[config.mk]
export PLATFORM = sky130hd
export DESIGN_NAME = param_fir_core
export DESIGN_NICKNAME = d
export VERILOG_FILES = /design/src/rtl/param_fir_core.sv
export SDC_FILE = /design/constraint.sdc
export NUM_CORES = 2
export LEC_CHECK = 0
export BUFFER_PORTS_ARGS = -buffer_cell sky130_fd_sc_hd__buf_4
export CAP_MARGIN = 20
export CORE_ASPECT_RATIO = 2
export CORE_MARGIN = 3
export CORE_UTILIZATION = 25
export CTS_CLUSTER_SIZE = 25
export DETAILED_ROUTE_END_ITERATION = 10
export GPL_TIMING_DRIVEN = 0
export HOLD_SLACK_MARGIN = 0.06
export MAX_ROUTING_LAYER = met4
export PLACE_DENSITY = 0.38
export SYNTH_ARGS = -nofsm -noshare
export SYNTH_HDL_FRONTEND = slang
export SYNTH_SLANG_ARGS = --single-unit
[constraint.sdc]
create_clock -name iClk12M -period 14.3 [get_ports iClk12M]
set_clock_uncertainty 0.1 [all_clocks]
set_input_delay 1.43 -clock iClk12M [delete_from_list [all_inputs] [get_ports iClk12M]]
set_output_delay 1.43 -clock iClk12M [all_outputs]
set_load 0.01 [all_outputs]
[src/rtl/param_fir_core.sv]
// -----------------------------------------------------------------------------
// param_fir_core
// Time-multiplexed FIR filter. NUM_LANES multiply-accumulate lanes each walk
// TPL = NUM_TAPS/NUM_LANES taps, so one output costs TPL MAC cycles plus one
// summing cycle. Coefficients live in a small register file that can be
// written while the core is parked in UPDATE and read back at any time.
//
// Optional build macro:
//   FIR_SAT_EN  - output narrowing saturates instead of wrapping.
//
// Ports:
//   iClk12M           clock
//   iRsn              synchronous active-low reset
//   iEnSample600k     one-cycle sample strobe
//   iFirIn            signed input sample (DATA_W)
//   iCoeffUpdateFlag  level request to enter coefficient-update mode
//   iCsnRam/iWrnRam   coefficient port chip select / write enable (active-low)
//   iAddrRam          coefficient address (ADDR_W)
//   iWtDtRam          coefficient write data (COEF_W)
//   oRdDtRam          coefficient read data, one cycle after the request
//   oFirOut           registered signed filter output (OUT_W)
//   oFirValid         one-cycle pulse when oFirOut updates
//   oBusy             high whenever the controller is not idle
//   oOverrun          sticky flag: a sample strobe was dropped
// -----------------------------------------------------------------------------
module param_fir_core #(
    parameter int NUM_TAPS  = 40,
    parameter int NUM_LANES = 4,
    parameter int DATA_W    = 3,
    parameter int COEF_W    = 16,
    parameter int OUT_W     = 16,
    parameter int ADDR_W    = 6,
    parameter int OUT_SHIFT = 0
) (
    input  logic              iClk12M,
    input  logic              iRsn,
    input  logic              iEnSample600k,
    input  logic [DATA_W-1:0] iFirIn,
    input  logic              iCoeffUpdateFlag,
    input  logic              iCsnRam,
    input  logic              iWrnRam,
    input  logic [ADDR_W-1:0] iAddrRam,
    input  logic [COEF_W-1:0] iWtDtRam,
    output logic [COEF_W-1:0] oRdDtRam,
    output logic [OUT_W-1:0]  oFirOut,
    output logic              oFirValid,
    output logic              oBusy,
    output logic              oOverrun
);

    localparam int TPL    = NUM_TAPS / NUM_LANES;
    localparam int ACC_W  = DATA_W + COEF_W + $clog2(NUM_TAPS);
    localparam int PROD_W = DATA_W + COEF_W;
    localparam int KW     = (TPL > 1) ? $clog2(TPL) : 1;
    localparam int TAP_AW = (NUM_TAPS > 1) ? $clog2(NUM_TAPS) : 1;

    localparam logic [ADDR_W:0] TAP_LIMIT = (ADDR_W + 1)'(NUM_TAPS);
    localparam logic [KW-1:0]   K_LAST    = KW'(TPL - 1);
    localparam logic [KW-1:0]   K_ONE     = KW'(1);

    typedef enum logic [1:0] {
        IDLE   = 2'd0,
        UPDATE = 2'd1,
        MAC    = 2'd2,
        SUM    = 2'd3
    } state_t;

    state_t                     state_r;
    state_t                     nextState_s;

    logic signed [DATA_W-1:0]   delayLine_r [NUM_TAPS];
    logic signed [COEF_W-1:0]   coef_r      [NUM_TAPS];
    logic signed [ACC_W-1:0]    acc_r       [NUM_LANES];
    logic [KW-1:0]              macCnt_r;

    logic [TAP_AW-1:0]          tapIdx_s    [NUM_LANES];
    logic signed [PROD_W-1:0]   prod_s      [NUM_LANES];
    logic signed [ACC_W-1:0]    sum_s;
    logic signed [ACC_W-1:0]    shifted_s;
    logic [OUT_W-1:0]           narrow_s;

    logic                       startMac_s;
    logic                       acceptSample_s;
    logic                       dropSample_s;
    logic                       enterUpdate_s;
    logic                       addrInRange_s;
    logic                       coefWrite_s;
    logic                       coefRead_s;

    logic [COEF_W-1:0]          rdDt_r;
    logic [OUT_W-1:0]           firOut_r;
    logic                       firValid_r;
    logic                       busy_r;
    logic                       overrun_r;

    assign oRdDtRam  = rdDt_r;
    assign oFirOut   = firOut_r;
    assign oFirValid = firValid_r;
    assign oBusy     = busy_r;
    assign oOverrun  = overrun_r;

    // Controller state register.
    always_ff @(posedge iClk12M) begin
        if (!iRsn) begin
            state_r <= IDLE;
        end else begin
            state_r <= nextState_s;
        end
    end

    // Next-state decode. A pending update request out of SUM goes straight to
    // UPDATE (the idle pass-through is collapsed) so oBusy never drops between
    // finishing the current output and servicing the update.
    always_comb begin
        nextState_s = state_r;
        case (state_r)
            IDLE: begin
                if (iCoeffUpdateFlag) begin
                    nextState_s = UPDATE;
                end else if (iEnSample600k) begin
                    nextState_s = MAC;
                end else begin
                    nextState_s = IDLE;
                end
            end
            UPDATE: begin
                if (!iCoeffUpdateFlag) begin
                    nextState_s = IDLE;
                end else begin
                    nextState_s = UPDATE;
                end
            end
            MAC: begin
                if (macCnt_r == K_LAST) begin
                    nextState_s = SUM;
                end else begin
                    nextState_s = MAC;
                end
            end
            SUM: begin
                if (iCoeffUpdateFlag) begin
                    nextState_s = UPDATE;
                end else begin
                    nextState_s = IDLE;
                end
            end
            default: nextState_s = IDLE;
        endcase
    end

    // Strobe classification and coefficient-port qualification.
    always_comb begin
        startMac_s     = (state_r == IDLE) && !iCoeffUpdateFlag && iEnSample600k;
        acceptSample_s = startMac_s || ((state_r == UPDATE) && iEnSample600k);
        dropSample_s   = iEnSample600k && ((state_r == MAC) || (state_r == SUM));
        enterUpdate_s  = (nextState_s == UPDATE) && (state_r != UPDATE);
        addrInRange_s  = ({1'b0, iAddrRam} < TAP_LIMIT);
        coefWrite_s    = (state_r == UPDATE) && !iCsnRam && !iWrnRam && addrInRange_s;
        coefRead_s     = !iCsnRam && iWrnRam;
    end

    // Per-lane tap selection and products; lane l owns taps l*TPL .. l*TPL+TPL-1.
    always_comb begin
        for (int l = 0; l < NUM_LANES; l++) begin
            tapIdx_s[l] = TAP_AW'(l * TPL) + TAP_AW'(macCnt_r);
            prod_s[l]   = PROD_W'(delayLine_r[tapIdx_s[l]]) * PROD_W'(coef_r[tapIdx_s[l]]);
        end
    end

    // Lane reduction, output scaling and narrowing.
    always_comb begin
        sum_s = '0;
        for (int l = 0; l < NUM_LANES; l++) begin
            sum_s = sum_s + acc_r[l];
        end
        shifted_s = sum_s >>> OUT_SHIFT;
`ifdef FIR_SAT_EN
        if (shifted_s > $signed({{(ACC_W - OUT_W + 1){1'b0}}, {(OUT_W - 1){1'b1}}})) begin
            narrow_s = {1'b0, {(OUT_W - 1){1'b1}}};
        end else if (shifted_s < $signed({{(ACC_W - OUT_W + 1){1'b1}}, {(OUT_W - 1){1'b0}}})) begin
            narrow_s = {1'b1, {(OUT_W - 1){1'b0}}};
        end else begin
            narrow_s = OUT_W'(shifted_s);
        end
`else
        narrow_s = OUT_W'(shifted_s);
`endif
    end

    // Delay line, lane accumulators and tap counter.
    always_ff @(posedge iClk12M) begin
        if (!iRsn) begin
            for (int i = 0; i < NUM_TAPS; i++) begin
                delayLine_r[i] <= '0;
            end
            for (int l = 0; l < NUM_LANES; l++) begin
                acc_r[l] <= '0;
            end
            macCnt_r <= '0;
        end else begin
            if (acceptSample_s) begin
                for (int i = NUM_TAPS - 1; i > 0; i--) begin
                    delayLine_r[i] <= delayLine_r[i - 1];
                end
                delayLine_r[0] <= iFirIn;
            end
            if (startMac_s) begin
                for (int l = 0; l < NUM_LANES; l++) begin
                    acc_r[l] <= '0;
                end
                macCnt_r <= '0;
            end else if (state_r == MAC) begin
                for (int l = 0; l < NUM_LANES; l++) begin
                    acc_r[l] <= acc_r[l] + ACC_W'(prod_s[l]);
                end
                // Wraps to zero after the last tap, ready for the next sample.
                macCnt_r <= (macCnt_r == K_LAST) ? '0 : macCnt_r + K_ONE;
            end
        end
    end

    // Coefficient register file with registered readback.
    always_ff @(posedge iClk12M) begin
        if (!iRsn) begin
            for (int i = 0; i < NUM_TAPS; i++) begin
                coef_r[i] <= '0;
            end
            rdDt_r <= '0;
        end else begin
            if (coefWrite_s) begin
                coef_r[iAddrRam] <= iWtDtRam;
            end
            if (coefRead_s) begin
                rdDt_r <= addrInRange_s ? coef_r[iAddrRam] : '0;
            end
        end
    end

    // Registered status and result outputs.
    always_ff @(posedge iClk12M) begin
        if (!iRsn) begin
            firOut_r   <= '0;
            firValid_r <= 1'b0;
            busy_r     <= 1'b0;
            overrun_r  <= 1'b0;
        end else begin
            busy_r <= (nextState_s != IDLE);
            if (state_r == SUM) begin
                firOut_r   <= narrow_s;
                firValid_r <= 1'b1;
            end else begin
                firValid_r <= 1'b0;
            end
            if (enterUpdate_s) begin
                overrun_r <= 1'b0;
            end else if (dropSample_s) begin
                overrun_r <= 1'b1;
            end
        end
    end

endmodule

[Yosys cells after proc, flatten, opt, wreduce, memory -nomap -nowiden]
Memory sizes are Yosys's and may differ from the RTL's. A register that Yosys moved wholly into a read port is not among the register bits.
Cells that the tools add are included.
Word-level totals
  flip-flop bits (word level): 41
  memory bits (writable): 860
  bits of input ports: 31
  output and inout bits: 35
  logic and storage cells: 178
  memories: 3
Memories
  coef_r: depth 40, width 16, read ports 5, clocked after Yosys merged registers in 1, wr ports 40, line 72  | logic signed [COEF_W-1:0] coef_r [NUM_TAPS];
  delayLine_r: depth 40, width 3, read ports 43, clocked after Yosys merged registers in 1, wr ports 40, line 71  | logic signed [DATA_W-1:0] delayLine_r [NUM_TAPS];
  acc_r: depth 4, width 25, read ports 4, clocked after Yosys merged registers in 0, wr ports 4, line 73  | logic signed [ACC_W-1:0] acc_r [NUM_LANES];
Operators by class
  add/sub/neg operators: 11
  $mul: 4
  magnitude comparators: 1
  eq/ne operators: 6
  mux-type cells: 77
  bitwise operators: 49
  reduce and logical (&&, ||, !) cells: 20
Operator list (count)
  $mux 25: 8
  $mux 3: 40
  $add 25x19->25: 4
  $mul 3x16->19: 4
  $add 16x16->16: 3
  $or 1x1->1: 48
  $mux 16: 2
  $mux 6: 5
  $mux 1: 18
  $reduce_or 16->1: 1
  $add 5x4->6 const A: 2
  $logic_and 1x1->1: 9
  $lt 6x6->1 const B: 1
  $pmux 2 s3: 1
  $reduce_or 2->1: 3
  $add 4x4->5 const A: 1
  $add 4x1->4 const B: 1
  $eq 2x1->1 const B: 2
  $eq 2x2->1 const B: 2
  $eq 4x4->1 const B: 1
  $mux 2: 2
  $mux 4: 1
  $logic_not 1->1: 3
  $logic_not 2->1: 1
  4 further kinds: 5

[Depth between registers and ports, before layout]
  word-level depth: 9
  mapped depth: 29
  mapped depth without buffers: 25

[Worst setup path before layout]
OpenSTA, ideal clock, no wires.
  path kind: input-to-reg
  from: in iCoeffUpdateFlag
  to: mem delayLine_r[0][0], enable pin
  library setup time: 0.765 ns
  arrival time: 9.935 ns
  data required time: 13.435 ns
  slack: 3.501 ns
  stages on the path: 3
  path buffers: 0
  cell sequence: inv_1 > nor2_1 > o21ai_0
RTL lines
  from (decl): line 39  | input logic iCoeffUpdateFlag,
  to (decl): line 71

==> summary.txt <==
Initial Utilization = 25.2%
post-route setup TNS = 0 ns
GPL Wtd Cong = 1.05
Hold Crit Depth = 2
compound-gate portion of the synthesized area = 5.93%
Port-buffer cells = 61
die area = 300,000 um2
Hold WC Path Type = flop to flop
share of cells above drive strength 1 = 23.8%
Die H = 772 um
DR vias/cell = 5.49
num ports = 66
CP max FO = 11
Synth area leader = edfxtp_1
status = completed
# DRC = 0
area added between synthesis and finish = 20.0%
Most used DFF post-synth = edfxtp_1
vias post-DR = 53,200
Crit path required time = 14.77 ns
clk slew on worst S/H paths = 0.07 ns
Post-CTS Setup Bufs = 0
hold_sp = oFirOut[11]
largest net degree at the start of global routing = 29
post-route cell area = 87,900 um2
Pleak = 31.1 nW
GRT Total Usage = 29.7%
Syn Std Cell Area = 73,300 um2
CP Launch Type = flop
Worst-Skew Late Latency = 0.90 ns
Synth top area share = 48.9%
CP Class = flop to flop
final net count = 6,016
initial antenna violation count = 63
Simple-Gate Fraction of Synth Area = 10.6%
fmax = 0.0847 GHz
main combinational cell family by area after synthesis = multiplexers
Hold Path End = oFirOut[11]
Gate Count Post-Synth = 4,957
Power Density = 112 nW/um2
Synth Warn # = 0
Final setup viols = 0
post-CTS sizing = 0
drt wl/cell = 45.0 um
crit end category = flop
final core occ = 30.2%
vias in the first global route = 54,300
placed cell area = 83,400 um2
Post-Synth Adder-Cell Area = 6.25%
number of synthesized flops with an enable pin = 1,192
Synth cell types = 77
Tmin final = 11.81 ns
DRT Pass-1 Iters = 6
Post-CTS Hold Buffers = 0
syn avg cell area = 14.8 um2
R2R cell count = 24
Sink Count = 1,253
Max Cap Violations = 0
Area contributors post-synth = edfxtp_1 49%, mux4_2 20%, and2_1 6.7%
worst flop-to-flop path endpoint = acc_r[1][14]
unrepaired setup endpoints after global routing = no
Routed Antenna Nets = 0
GRT overflow = 0
asr flop ratio synth = 0%
worst flop-to-flop path startpoint = macCnt_r[2]
Fin. Hold Viols = 0
Iteration-0 DRC Markers = 5,764
DP Wirelength = 348,000 um
Worst-Margin Slew = 1.27 ns
CTS tree = built
post-synthesis sequential area ratio = 50.5%
Site Rows = 280
worst path arrival time = 12.28 ns
mux cell area share after synthesis = 22.9%
most frequent cell after synthesis = edfxtp_1
xor/xnor share of the synthesized area = 0.856%
Core Area = 291,000 um2
total CTS buffers = 144
Root Driver = clkbuf_16
Final period util = 82.6%
Slew Limit Fails = 0
global-route wire length before repair = 561,000 um
H-Tree Level Count = 4
Longest Clk Path Bufs = 4
FF+latch count, synth = 1,253
commonest cells in the netlist = 1,192 x edfxtp_1, 779 x and2_1, 660 x mux4_2, 284 x clkbuf_1, 235 x nor2_1
max-slew headroom at the worst pin = 14.5%
FF-to-FF setup slack = 2.49 ns
Total Wirelength = 436,000 um
Die W = 389 um
VDD IR max = 0.0947 mV
==> per-stage QoR <==
stage / worst slack (ns) / cells / total power, mW / hold slack (ns)
6_report: 2.49 / 9677 / 9.88 / 0.354
5_1_grt: 2.30 / 9666 / 10.2 / 0.372
4_1_cts: 2.42 / 9608 / 9.93 / 0.358
3_5_place_dp: 2.44 / 9362 / 6.25 / 0.349
3_3_place_gp: -1.95 / 9208 / 6.19 / 0.343
2_1_floorplan: 3.50 / 5340 / 5.39 / 0.370
==> critical path: stages (launching register included) <==
cell and delay (ns):
dfxtp_1 0.49, clkbuf_1 0.69, clkinv_1 0.85, ha_1 0.72
buf_2 0.40, buf_2 0.55, buf_2 0.80, buf_2 0.81
buf_2 0.66, mux4_2 0.67, mux2i_1 0.70, nor2_1 0.15
fa_1 0.59, fa_1 0.41, ha_1 0.32, fa_1 0.41
a21o_1 0.19, a21oi_1 0.22, o21ai_0 0.12, a21oi_1 0.24
o21bai_1 0.12, a211o_1 0.33, a2111oi_0 0.58, o21a_1 0.22
nor3_1 0.04
==> logic make-up after synthesis <==
logic type | count (synthesis)
simple gates | 1406
flops | 1253
mux | 806
compound gates | 630
buf+inv | 510
fa+ha+maj | 281
xor+xnor | 70
other cells | 1
==> per-layer routing <==
layer	vias up	global-route usage (%)	share of wire [%]	routed length, um
li1	20600	-	-	-
met1	28000	25.7	29	127000
met2	3145	51.6	51	224000
met3	1418	6.07	5.9	25900
met4	0	31.4	13	58800
met5	-	-	0	0
==> final cells by class <==
class,count,area (um2)
Antenna cell,66,165
Buffer,410,1900
Clock buffer,170,3760
Clock inverter,76,517
Fill cell,29100,203000
Inverter,100,375
Multi-Input combinational cell,3577,36100
Sequential cell,1253,37000
Tap cell,3807,4760
Timing Repair Buffer,218,3300
==> layout by cell type, fill, tap and decap left out, drive strengths merged, types with 84 or more instances in the layout <==
cell / instances
a21oi: 113
a22oi: 167
and2: 779
buf: 344
clkbuf: 454
conb: 384
edfxtp: 1192
fa: 142
ha: 139
inv: 101
mux2i: 84
mux4: 685
nand2: 151
nor2: 236
o21ai: 103
==> flip-flops by register name (all words and copies together) (netlist names), named ones only <==
signal	cells
macCnt_r	4
oOverrun	1
oBusy	1
acc_r	64
oFirOut	16
oFirValid	1
state_r	2
coef_r	1024
delayLine_r	120
oRdDtRam	16
==> worst max path at each step <==
stage	from	to	cells after the start
2_1_floorplan	iCoeffUpdateFlag	delayLine_r[0][0]	3
3_3_place_gp	iCoeffUpdateFlag	delayLine_r[28][0]	4
3_5_place_dp	macCnt_r[2]	acc_r[1][14]	24
4_1_cts	macCnt_r[2]	acc_r[1][14]	24
5_1_grt	macCnt_r[2]	acc_r[1][14]	24
6_report	macCnt_r[2]	acc_r[1][14]	24
==> power breakdown <==
part	total, mW	internal, mW	switching [mW]
sequential	4.40	4.24	0.161
clock	3.68	1.96	1.72
combinational	1.80	0.672	1.13
total	9.88	6.86	3.02
Power figures use the tool's default switching activity.
